`src/rtl/uvmt_udma_rx_tcdm_wr_bridge.sv`:
```
// ============================================================================
// Module  : uvmt_udma_rx_tcdm_wr_bridge
// Brief   : Turns Rx-channel L2 write beats into 32-bit TCDM write requests
//           through a beat FIFO, with a bound on in-flight writes.
// Rev     : 1.0  initial release
// ============================================================================
`default_nettype none

module uvmt_udma_rx_tcdm_wr_bridge #(
  parameter int FIFO_DEPTH      = 4,
  parameter int MAX_OUTSTANDING = 2
) (
  input  logic                          clk_i,
  input  logic                          rstn_i,
  input  logic                          in_valid_i,
  output logic                          in_ready_o,
  input  logic [31:0]                   in_addr_i,
  input  logic [31:0]                   in_data_i,
  input  logic [1:0]                    in_datasize_i,
  output logic                          tcdm_req_o,
  input  logic                          tcdm_gnt_i,
  output logic [31:0]                   tcdm_addr_o,
  output logic                          tcdm_we_o,
  output logic [3:0]                    tcdm_be_o,
  output logic [31:0]                   tcdm_wdata_o,
  input  logic                          tcdm_r_valid_i,
  output logic [$clog2(FIFO_DEPTH):0]   fifo_level_o,
  output logic                          err_o,
  output logic                          idle_o
);

  localparam int AW = $clog2(FIFO_DEPTH);
  localparam int LW = AW + 1;

  logic [29:0]   mem_addr_q  [FIFO_DEPTH];
  logic [3:0]    mem_be_q    [FIFO_DEPTH];
  logic [31:0]   mem_wdata_q [FIFO_DEPTH];

  logic [AW-1:0] wr_ptr_q, rd_ptr_q;
  logic [LW-1:0] level_q, level_d;
  logic [3:0]    outst_q, outst_d;
  logic          ready_en_q;
  logic          err_q;

  logic          empty, full;
  logic          bad_beat, accept, push, pop, rsp;
  logic [3:0]    in_be;
  logic [31:0]   in_wdata;

  assign empty = (level_q == '0);
  assign full  = (level_q == LW'(FIFO_DEPTH));

  // Ready is held low through reset and only depends on stored state.
  assign in_ready_o = ready_en_q && !full;

  always_comb begin
    bad_beat = 1'b0;
    in_be    = 4'b1111;
    case (in_datasize_i)
      2'd0:    in_be = 4'b0001 << in_addr_i[1:0];
      2'd1: begin
        in_be    = 4'b0011 << {in_addr_i[1], 1'b0};
        bad_beat = in_addr_i[0];
      end
      2'd2:    bad_beat = |in_addr_i[1:0];
      default: bad_beat = 1'b1;
    endcase
  end

  assign in_wdata = in_data_i << {in_addr_i[1:0], 3'b000};

  assign accept = in_valid_i && in_ready_o;
  assign push   = accept && !bad_beat;

  // A response in the same cycle frees a slot, so the limit can be bypassed.
  assign tcdm_req_o = !empty &&
                      ((outst_q < 4'(MAX_OUTSTANDING)) || tcdm_r_valid_i);
  assign pop        = tcdm_req_o && tcdm_gnt_i;
  assign rsp        = tcdm_r_valid_i && (outst_q != '0);

  assign tcdm_we_o    = tcdm_req_o;
  assign tcdm_addr_o  = empty ? 32'h0 : {mem_addr_q[rd_ptr_q], 2'b00};
  assign tcdm_be_o    = empty ? 4'h0  : mem_be_q[rd_ptr_q];
  assign tcdm_wdata_o = empty ? 32'h0 : mem_wdata_q[rd_ptr_q];

  assign fifo_level_o = level_q;
  assign err_o        = err_q;
  assign idle_o       = empty && (outst_q == '0);

  always_comb begin
    level_d = level_q;
    case ({push, pop})
      2'b10:   level_d = level_q + LW'(1);
      2'b01:   level_d = level_q - LW'(1);
      default: level_d = level_q;
    endcase
  end

  always_comb begin
    outst_d = outst_q;
    case ({pop, rsp})
      2'b10:   outst_d = outst_q + 4'd1;
      2'b01:   outst_d = outst_q - 4'd1;
      default: outst_d = outst_q;
    endcase
  end

  // Storage is not reset; the head fields are masked while the FIFO is empty.
  always_ff @(posedge clk_i) begin
    if (push) begin
      mem_addr_q[wr_ptr_q]  <= in_addr_i[31:2];
      mem_be_q[wr_ptr_q]    <= in_be;
      mem_wdata_q[wr_ptr_q] <= in_wdata;
    end
  end

  always_ff @(posedge clk_i or negedge rstn_i) begin
    if (!rstn_i) begin
      wr_ptr_q   <= '0;
      rd_ptr_q   <= '0;
      level_q    <= '0;
      outst_q    <= '0;
      ready_en_q <= 1'b0;
      err_q      <= 1'b0;
    end else begin
      ready_en_q <= 1'b1;
      err_q      <= accept && bad_beat;
      level_q    <= level_d;
      outst_q    <= outst_d;
      if (push) wr_ptr_q <= wr_ptr_q + AW'(1);
      if (pop)  rd_ptr_q <= rd_ptr_q + AW'(1);
    end
  end

endmodule

`default_nettype wire

```
`config.mk`:
```
export PLATFORM = sky130hd
export DESIGN_NAME = uvmt_udma_rx_tcdm_wr_bridge
export DESIGN_NICKNAME = d
export VERILOG_FILES = /design/src/rtl/uvmt_udma_rx_tcdm_wr_bridge.sv
export SDC_FILE = /design/constraint.sdc
export NUM_CORES = 1
export LEC_CHECK = 0
export ABC_AREA = 0
export CAP_MARGIN = 20
export CORE_MARGIN = 2
export CORE_UTILIZATION = 55
export CTS_CLUSTER_SIZE = 14
export DETAILED_ROUTE_END_ITERATION = 12
export MAX_ROUTING_LAYER = met4
export PLACE_DENSITY = 0.76
export SLEW_MARGIN = 20
export SYNTH_ARGS = -nofsm -noshare
export SYNTH_HDL_FRONTEND = slang
export SYNTH_SLANG_ARGS = --single-unit
```
`constraint.sdc`:
```
create_clock -name clk_i -period 8.4 [get_ports clk_i]
set_input_delay 1.68 -clock clk_i [delete_from_list [all_inputs] [get_ports clk_i]]
set_output_delay 1.68 -clock clk_i [all_outputs]
set_load 0.05 [all_outputs]
```
==> results of run 1 <==
## power breakdown
group | switching [mW] | internal (mW)
clock network | 0.482 | 0.679
registers | 0.114 | 1.62
logic | 1.32 | 0.847
## placed cells by master, fill, tap and decap left out, drive strengths merged
master / instances
edfxtp: 264
clkdlybuf4s50: 144
nor2b: 71
mux4: 66
clkbuf: 40
mux2i: 17
nor2: 16
a21oi: 13
dfrtp: 13
and2: 13
inv: 12
nand2: 12
o21ai: 10
clkinv: 9
a211oi: 8
ha: 8
buf: 6
xnor2: 5
and2b: 4
xor2: 4
conb: 3
nor3: 3
o21bai: 2
a21o: 2
nand3: 2
fa: 2
or3: 1
a21boi: 1
nand2b: 1
nor3b: 1
mux2: 1
and3: 1
bufinv: 1
clkinvlp: 1
## sequential cells by signal (all words and copies together), names as in the netlist
signal        cells
mem_wdata_q     128
mem_addr_q      120
mem_be_q         16
outst_q           4
fifo_level_o      3
rd_ptr_q          2
wr_ptr_q          2
err_o             1
ready_en_q        1
## routing by layer
| layer | vias to the layer above | wire [um] | global-route usage, % |
|---|---|---|---|
| met2 | 219 | 10500 | 33.2 |
| met1 | 2936 | 9290 | 28.5 |
| li1 | 2587 | - | - |
| met3 | 28 | 1270 | 3.09 |
| met4 | 0 | 333 | 4.57 |
| met5 | - | 0 | - |
## worst max-delay path: stages, from the launching register on
cell,delay (ns)
dfrtp_4,0.87
buf_4,0.72
mux4_2,0.59
nor2b_1,0.18
clkdlybuf4s50_1,0.73
## final cells by class
| cell class | instances | area [sq um] | area share, % |
|---|---|---|---|
| Multi-Input combinational cell | 267 | 2850 | 20.6 |
| Sequential cell | 277 | 8260 | 59.6 |
| Clock inverter | 11 | 81.3 | 0.587 |
| Timing Repair Buffer | 150 | 1490 | 10.7 |
| Inverter | 12 | 45.0 | 0.325 |
| Tap cell | 270 | 338 | 2.44 |
| Clock buffer | 40 | 787 | 5.68 |
## how the worst max path moves through the flow
stage | end | slack [ns] | cells past startpoint
global placement | tcdm_req_o | 3.44 | 4
detailed placement | tcdm_req_o | 3.43 | 4
CTS | tcdm_wdata_o[27] | 2.94 | 4
floorplan | tcdm_we_o | 3.79 | 3
finish | tcdm_wdata_o[16] | 3.06 | 4
global route | tcdm_wdata_o[27] | 2.78 | 4
## cell families (layout without fill, tap and decap cells)
group	count (synthesis)	count (layout)	synth area share, %
DFF	277	277	72.7
and+or+nand+nor	125	125	6.41
muxes	84	84	14.7
buffers and inverters	45	213	2.33
AOI/OAI and AO/OA	36	36	1.87
adders and majority gates	10	10	1.23
xor gates and xnor gates	9	9	0.694
other	2	3	0.0662
## metrics by stage
step | hold WS (ns) | cell area, sq um | power (mW) | utilization [%]
floorplan | 0.443 | 11400 | 3.33 | -
global placement | 0.459 | 13000 | 3.93 | 64.1
detailed placement | 0.481 | 13000 | 3.96 | 64.1
CTS | 0.491 | 13800 | 5.12 | 68.4
global route | 0.535 | 13800 | 5.27 | 68.4
finish | 0.511 | 13800 | 5.06 | 68.4
==> results.tsv, run 1 <==
stage	metric	value	unit
synthesis	ys_top_cells_by_area	edfxtp_1 (70%), mux4_2 (13%), nor2b_1 (3.9%), dfrtp_1 (2.9%), mux2i_1 (1.5%)	
worst_setup_path	cp-start-kind	flip-flop	
sta	slew_headroom	30.8	%
synthesis	yosys.area.top_type_share	69.8	%
worst_setup_path	rrSetupSlack	5.56	ns
layout	layout-drive-gt1-share	15.7	%
placement	portBuffers	144	
sta	tightest_slew	1.04	ns
synthesis	syn_inst	588	
worst_hold_path	holdCritStartpoint	outst_q[3]	
routing	drt-pass1-iter-count	4	
sta	period_minus_slack	5.34	ns
power_and_ir_drop	vdd_drop_max	0.000262	V
synthesis	synth_top_area_cell	edfxtp_1	
clock_tree	cts_hold_buf	0	
sta	layout_setup_ws	3.06	ns
routing	vias_per_cell	5.62	
routing	drt_iter0_markers	423	
synthesis	syn_area	11400	sq um
routing	vias	5770	
floorplanning	dieArea	21800	sq um
routing	ant_nets	0	
floorplanning	rows	52	
synthesis	synthArstFlopShare	4.69	%
sta	setup_violations	0	
worst_setup_path	critPathArrivalTime	3.66	ns
synthesis	ys_ff_latch	277	
clock_tree	cts.clk_slew.worst_paths	0.06	ns
clock_tree	clock-sinks	277	
worst_setup_path	crit_type	reg -> out	
global_routing	grt_pass1_vias	6196	
floorplanning	core	20200	sq um
sta	setup_tns	0	ns
synthesis	synth_edf_count	264	
floorplanning	die_w	148	um
clock_tree	cts_buffer_depth	3	
floorplanning	initial_core_util	56.1	%
worst_hold_path	holdPathEnd	outst_q[3]	
synthesis	ys_seq_area_share	72.7	%
sta	hold_violations	0	
flow_run	max_cap_violations	0	
clock_tree	cts_tree	yes	
global_routing	grt_max_degree	67	
power_and_ir_drop	p_leak	4.63	nW
worst_hold_path	hp-class	reg -> reg	
global_routing	overflow	0	
layout	instances_no_fill	1027	
clock_tree	cts-buffers-inserted	28	
clock_tree	clock_latency	0.53	ns
placement	dp_cells	976	
clock_tree	ctsResizeCount	0	
clock_tree	postCtsSetupBuffers	0	
sta	rsz0062_at_grt	no	
layout	nNetsFinal	817	
worst_hold_path	hold_path_depth	1	
routing	totalWireLength	21400	um
sta	slew_violations	0	
sta	fmax	187	MHz
sta	fin_skew	0.0115	ns
synthesis	avgSynthCellArea	19.3	sq um
clock_tree	htree_levels	1	
worst_setup_path	r2r_cells	10	
outcome	status	finished clean	
routing	routedWlPerCell	20.8	um
power_and_ir_drop	p_per_area	366	nW/um^2
worst_setup_path	timing.rr.end	outst_q[3]	
synthesis	synth_top_flop_cell	edfxtp_1	
layout	num-fill-cells	1309	
placement	place_congestion	0.775	
synthesis	ys_warn_count	0	
synthesis	yosysUniqueCellTypes	35	
worst_setup_path	rr_startpoint	fifo_level_o[2]	
floorplanning	io_pins	147	
global_routing	grt_pass1_wl	33500	um
placement	pre_cts_ws	3.43	ns
placement	dpl.hpwl	12700	um
synthesis	yosysMostFrequentCell	edfxtp_1	
layout	area_growth	22.0	%
worst_setup_path	critPathRequiredTime	6.72	ns
floorplanning	die_h	148	um
layout	antenna_cells	0	
global_routing	grt_usage	20.6	%
synthesis	yosys-top-cells-count	edfxtp_1 (264), nor2b_1 (71), mux4_2 (66)	
global_routing	antenna_found_initial	0	
routing	drc	0	
worst_setup_path	endpoint_kind	output pin	
sta	min_period_over_period	63.6	%
worst_setup_path	startpoint	rd_ptr_q[0]	
clock_tree	cts_root_buffer	clkbuf_16	
worst_setup_path	cp_max_fo	35	
Note: power is estimated with default switching activity, not from simulation.
==> run 2, diff against run 1 <==
clock period = 5 ns   (was 8.4 ns; I/O delays follow)
==> run 2 against run 1 <==
- sequential share of layout area is 0.19 points lower
- critical path type unchanged
- via count is 0.52% higher
- routed wire length hardly changed
- worst hold slack lost 0.018 ns
- clock-buffer cell count down 11
- largest power group unchanged
- register-to-register slack got worse by 3.5 ns
- utilization rose by 0.22 points
- power up 69%
- first-iteration DRC count decreased by 24%
- setup slack worse by 2.1 ns
- clock skew is 0.0054 ns lower
==> results.tsv, run 2 (synthesized netlist as in run 1, its figures left out) <==
stage	metric	value	unit	change
worst_setup_path	rrSetupSlack	2.07	ns	-3.49 ns
clock_tree	cts-buffers-inserted	27		-3.6%
global_routing	grt_max_degree	67		unchanged
worst_hold_path	hp-class	reg -> reg		
sta	setup_violations	0		unchanged
sta	fmax	248	MHz	
global_routing	grt_pass1_vias	6062		-2.2%
worst_hold_path	holdPathEnd	outst_q[3]		
worst_setup_path	crit_chain	buf_4 > mux4_2 > nor2b_1 > clkdlybuf4s50_1		
power_and_ir_drop	power	8.57	mW	+69%
routing	routedWlPerCell	20.8	um	about the same
routing	drc	0		unchanged
clock_tree	cts_buffer_depth	3		unchanged
sta	hold_violations	0		unchanged
worst_setup_path	cp_slowest_cell	clkdlybuf4s50_1		
routing	drt-pass1-iter-count	6		+2
floorplanning	core	20200	sq um	unchanged
clock_tree	clock-sinks	277		unchanged
sta	fin_skew	0.00614	ns	-0.00539 ns
layout	final_common_cell	edfxtp_1		
clock_tree	cts_hold_buf	0		unchanged
placement	pre_cts_ws	1.39	ns	-2.04 ns
sta	tightest_slew	1.07	ns	+0.0292 ns
sta	setup_tns	0	ns	unchanged
placement	portBuffers	144		unchanged
layout	instances_no_fill	1026		-0.097%
floorplanning	dieArea	21800	sq um	unchanged
clock_tree	cts.clk_slew.worst_paths	0.06	ns	about the same
layout	largest-register	mem_wdata_q		
floorplanning	die_h	148	um	unchanged
routing	vias	5800		+0.52%
placement	dpl.hpwl	12800	um	+1.1%
sta	holdWs	0.493	ns	-0.0179 ns
worst_setup_path	crit_type	reg -> out		
clock_tree	ctsResizeCount	0		unchanged
worst_hold_path	hold_path_depth	1		unchanged
global_routing	grt_pass1_wl	33500	um	+0.12%
routing	ant_nets	0		unchanged
layout	regArea	8260	sq um	unchanged
floorplanning	rows	52		unchanged
clock_tree	cts_root_buffer	clkbuf_16		
sta	slew_violations	0		unchanged
layout	reg_top3	mem_wdata_q: 128 flops, mem_addr_q: 120 flops, mem_be_q: 16 flops		
placement	place_congestion	0.848		+9.4%
clock_tree	cts_tree	yes		
global_routing	grt_usage	20.5	%	about the same
worst_setup_path	max_stage_delay	0.71	ns	-0.16 ns
routing	drt_iter0_markers	323		-24%
layout	nNetsFinal	818		+0.12%
worst_setup_path	critPathRequiredTime	4.00	ns	-2.72 ns
sta	rsz0062_at_grt	no		
sta	slew_headroom	28.9	%	-1.9 points
outcome	status	finished clean		
layout	layout-drive-gt1-share	16.3	%	+0.55 points
layout	layout_common_cells	edfxtp_1 (264), clkdlybuf4s50_1 (144), nor2b_1 (71)		
worst_setup_path	critPathArrivalTime	3.03	ns	-0.63 ns
layout	antenna_cells	0		unchanged
worst_setup_path	r2r_cells	9		-1
layout	multiInputGateArea	2850	sq um	unchanged
power_and_ir_drop	p_per_area	617	nW/um^2	+69%
sta	layout_setup_ws	0.973	ns	-2.09 ns
worst_setup_path	rr_startpoint	fifo_level_o[2]		
placement	dp_cells	978		+0.20%
layout	largest_reg_flops	128		unchanged
floorplanning	die_w	148	um	unchanged
floorplanning	io_pins	147		unchanged
routing	vias_per_cell	5.65		+0.62%
worst_setup_path	endpoint_kind	output pin		
routing	totalWireLength	21400	um	about the same
sta	min_period_over_period	80.5	%	
worst_hold_path	holdCritStartpoint	outst_q[3]		
power_and_ir_drop	p_leak	4.66	nW	+0.59%
worst_setup_path	timing.rr.end	outst_q[3]		
floorplanning	initial_core_util	56.1	%	unchanged
layout	area_growth	22.4	%	
worst_setup_path	cp-start-kind	flip-flop		
sta	period_minus_slack	4.03	ns	
worst_setup_path	cp_max_fo	20		-43%
layout	num-fill-cells	1307		-0.15%
worst_setup_path	crit_buf_inv	2		unchanged
clock_tree	postCtsSetupBuffers	0		unchanged
worst_setup_path	crit_family	buffers and inverters		
flow_run	max_cap_violations	0		unchanged
clock_tree	htree_levels	1		unchanged
global_routing	antenna_found_initial	0		unchanged
global_routing	overflow	0		unchanged
power_and_ir_drop	vdd_drop_max	0.000429	V	+64%
clock_tree	clock_latency	0.52	ns	about the same
-- run 2: area by class of cell --
class	count	share of cell area, %
Sequential cell	277	59.5
Multi-Input combinational cell	267	20.5
Timing Repair Buffer	152	11.0
Clock buffer	29	4.92
Tap cell	270	2.43
Clock inverter	19	1.37
Inverter	12	0.324
-- run 2: how the worst max path moves through the flow --
stage	endpoint	start	depth (start not counted)
after floorplan	mem_addr_q[0][0]	in_addr_i[1]	5
after global placement	tcdm_req_o	tcdm_r_valid_i	4
after detailed placement	tcdm_req_o	tcdm_r_valid_i	4
after CTS	tcdm_wdata_o[0]	rd_ptr_q[0]	4
after global routing	tcdm_wdata_o[31]	rd_ptr_q[0]	4
final	tcdm_wdata_o[31]	rd_ptr_q[0]	4
-- run 2: layer usage --
metal / part of all wire [%] / GRT usage (%) / vias to the layer above / wire length (um)
met5: 0 / - / - / 0
met4: 2.4 / 5.96 / 0 / 511
met3: 6.4 / 3.02 / 37 / 1360
met2: 48 / 32.3 / 222 / 10300
met1: 43 / 28.7 / 2953 / 9180
li1: - / - / 2588 / -
-- run 2: report_power, final --
part,switching [mW],internal (mW),leakage [nW],total [mW]
Clock,0.793,1.19,0.432,1.98
Combinational,2.31,1.45,1.68,3.76
Sequential,0.112,2.72,2.55,2.84
Total,3.21,5.36,4.66,8.57
-- run 2: per-stage QoR --
stage	cell area, sq um	util, %
after floorplan	11400	-
after global placement	13000	64.3
after detailed placement	13000	64.3
after CTS	13900	68.6
after global routing	13900	68.6
final	13900	68.6
==> run 3, diff against run 2 <==
CORE_UTILIZATION = 50   (was 55)
PLACE_DENSITY = 0.73   (was 0.76)
clock period = 3.5 ns   (was 5 ns; I/O delays follow)
==> run 3 against run 2 <==
- worst hold slack better by 0.023 ns
- clock-buffer cell count rose by 4
- clock power rose by 46%
- cell count grew 2.8%
==> results.tsv, run 3 (synthesized netlist as in run 1, its figures left out) <==
stage	metric	value	unit	change
sta	setup_tns	0	ns	unchanged
global_routing	grt_max_degree	42		-37%
sta	slew_headroom	58.7	%	+30 points
clock_tree	clock-sinks	277		unchanged
worst_setup_path	critPathArrivalTime	2.66	ns	-0.37 ns
clock_tree	htree_levels	1		unchanged
routing	drt_iter0_markers	276		-15%
worst_setup_path	crit_type	reg -> out		
layout	layout-drive-gt1-share	21.6	%	+5.3 points
routing	vias_per_cell	5.49		-2.8%
floorplanning	dieArea	23900	sq um	+9.7%
routing	drc	0		unchanged
clock_tree	postCtsSetupBuffers	0		unchanged
layout	area_growth	23.7	%	
outcome	status	finished clean		
floorplanning	die_w	155	um	+4.8%
sta	rsz0062_at_grt	no		
sta	min_period_over_period	96.1	%	
global_routing	overflow	0		unchanged
worst_setup_path	cp_max_fo	27		+35%
floorplanning	rows	55		+5.8%
floorplanning	io_pins	147		unchanged
sta	setup_violations	0		unchanged
routing	met3WireLength	1420	um	+4.1%
worst_hold_path	hp-class	reg -> reg		
layout	final_common_cell	edfxtp_1		
power_and_ir_drop	vdd_drop_max	0.000466	V	+8.4%
routing	vias	5794		-0.10%
routing	ant_nets	0		unchanged
placement	place_congestion	0.799		-5.8%
worst_setup_path	endpoint_kind	output pin		
sta	holdWs	0.516	ns	+0.0227 ns
clock_tree	cts_hold_buf	0		unchanged
layout	regArea	8260	sq um	unchanged
placement	portBuffers	144		unchanged
clock_tree	cts_tree	yes		
clock_tree	cts.clk_slew.worst_paths	0.06	ns	about the same
clock_tree	clock_latency	0.53	ns	about the same
floorplanning	die_h	155	um	+4.8%
layout	antenna_cells	0		unchanged
sta	slew_violations	0		unchanged
routing	totalWireLength	21700	um	+1.4%
layout	largest_reg_flops	128		unchanged
power_and_ir_drop	p_leak	4.97	nW	+6.7%
clock_tree	cts-buffers-inserted	29		+7.4%
global_routing	antenna_found_initial	0		unchanged
routing	routedWlPerCell	20.5	um	-1.4%
clock_tree	cts_root_buffer	clkbuf_16		
sta	hold_violations	0		unchanged
layout	nNetsFinal	831		+1.6%
sta	fin_skew	0.00666	ns	+0.000517 ns
layout	num-fill-cells	1599		+22%
floorplanning	core	22400	sq um	+11%
global_routing	grt_usage	18.9	%	-1.6 points
routing	routed.top_layer	met4		
flow_run	max_cap_violations	0		unchanged
layout	largest-register	mem_wdata_q		
layout	reg_top3	mem_wdata_q: 128 flops, mem_addr_q: 120 flops, mem_be_q: 16 flops		
worst_setup_path	critPathRequiredTime	2.80	ns	-1.20 ns
worst_setup_path	cp-start-kind	flip-flop		
routing	met2_length	10400	um	+0.85%
power_and_ir_drop	p_per_area	873	nW/um^2	+41%
sta	fmax	297	MHz	
routing	drt-pass1-iter-count	5		-1
layout	multiInputGateArea	2850	sq um	unchanged
sta	tightest_slew	0.618	ns	-0.449 ns
floorplanning	initial_core_util	50.6	%	-5.5 points
clock_tree	cts_buffer_depth	3		unchanged
sta	period_minus_slack	3.36	ns	
global_routing	grt_pass1_wl	33800	um	+0.80%
placement	dpl.hpwl	13900	um	+8.4%
global_routing	grt_pass1_vias	6044		-0.30%
routing	wl_met1	9410	um	+2.5%
layout	layout_common_cells	edfxtp_1 (264), clkdlybuf4s50_1 (92), nor2b_1 (71)		
clock_tree	ctsResizeCount	0		unchanged
-- run 3: area by class of cell --
cell class,count,share of cell area [%]
clock inverter,18,1.18
sequential,277,58.8
inverter,12,0.321
clock buffer,33,5.28
multi-input combinational,267,20.3
tap,285,2.54
timing repair buffer,163,11.6
-- run 3: power by group --
| part | total [mW] | internal [mW] | switching, mW |
|---|---|---|---|
| sequential | 4.00 | 3.89 | 0.115 |
| clock | 2.90 | 1.73 | 1.18 |
| combinational | 5.35 | 2.00 | 3.35 |
| total | 12.3 | 7.61 | 4.65 |
-- run 3: final timing paths --
path | cells after the start | to | slack [ns] | startpoint
min | 1 | outst_q[3] | 0.52 | outst_q[3]
min reg2reg | 1 | outst_q[3] | 0.52 | outst_q[3]
max | 4 | tcdm_wdata_o[13] | 0.14 | rd_ptr_q[0]
max in group asynchronous | 1 | rd_ptr_q[0] | 2.49 | rstn_i
min in group asynchronous | 1 | outst_q[3] | 0.55 | rstn_i
max reg2reg | 9 | outst_q[3] | 0.70 | outst_q[1]
-- run 3: per-layer routing --
metal | up-vias | GRT usage [%]
li1 | 2618 | -
met1 | 2921 | 26.2
met2 | 214 | 30.1
met3 | 41 | 3.08
met4 | 0 | 4.14
met5 | - | -
-- run 3: worst max-delay path, cell delays in order (launching register included) --
cell,delay (ns)
dfrtp_4,0.44
buf_12,0.25
mux4_2,0.54
nor2b_1,0.15
clkdlybuf4s50_1,0.73
-- run 3: metrics by stage --
step | power, mW | std cells | cell area, sq um | worst slack (ns) | util (%)
after floorplan | 7.99 | 589 | 11400 | 0.124 | -
after global placement | 9.44 | 1004 | 13100 | 0.509 | 58.3
after detailed placement | 9.50 | 1004 | 13100 | 0.444 | 58.3
after CTS | 12.4 | 1055 | 14000 | 0.0151 | 62.4
after global routing | 12.8 | 1055 | 14000 | 0.0217 | 62.6
final | 12.3 | 1055 | 14000 | 0.138 | 62.6
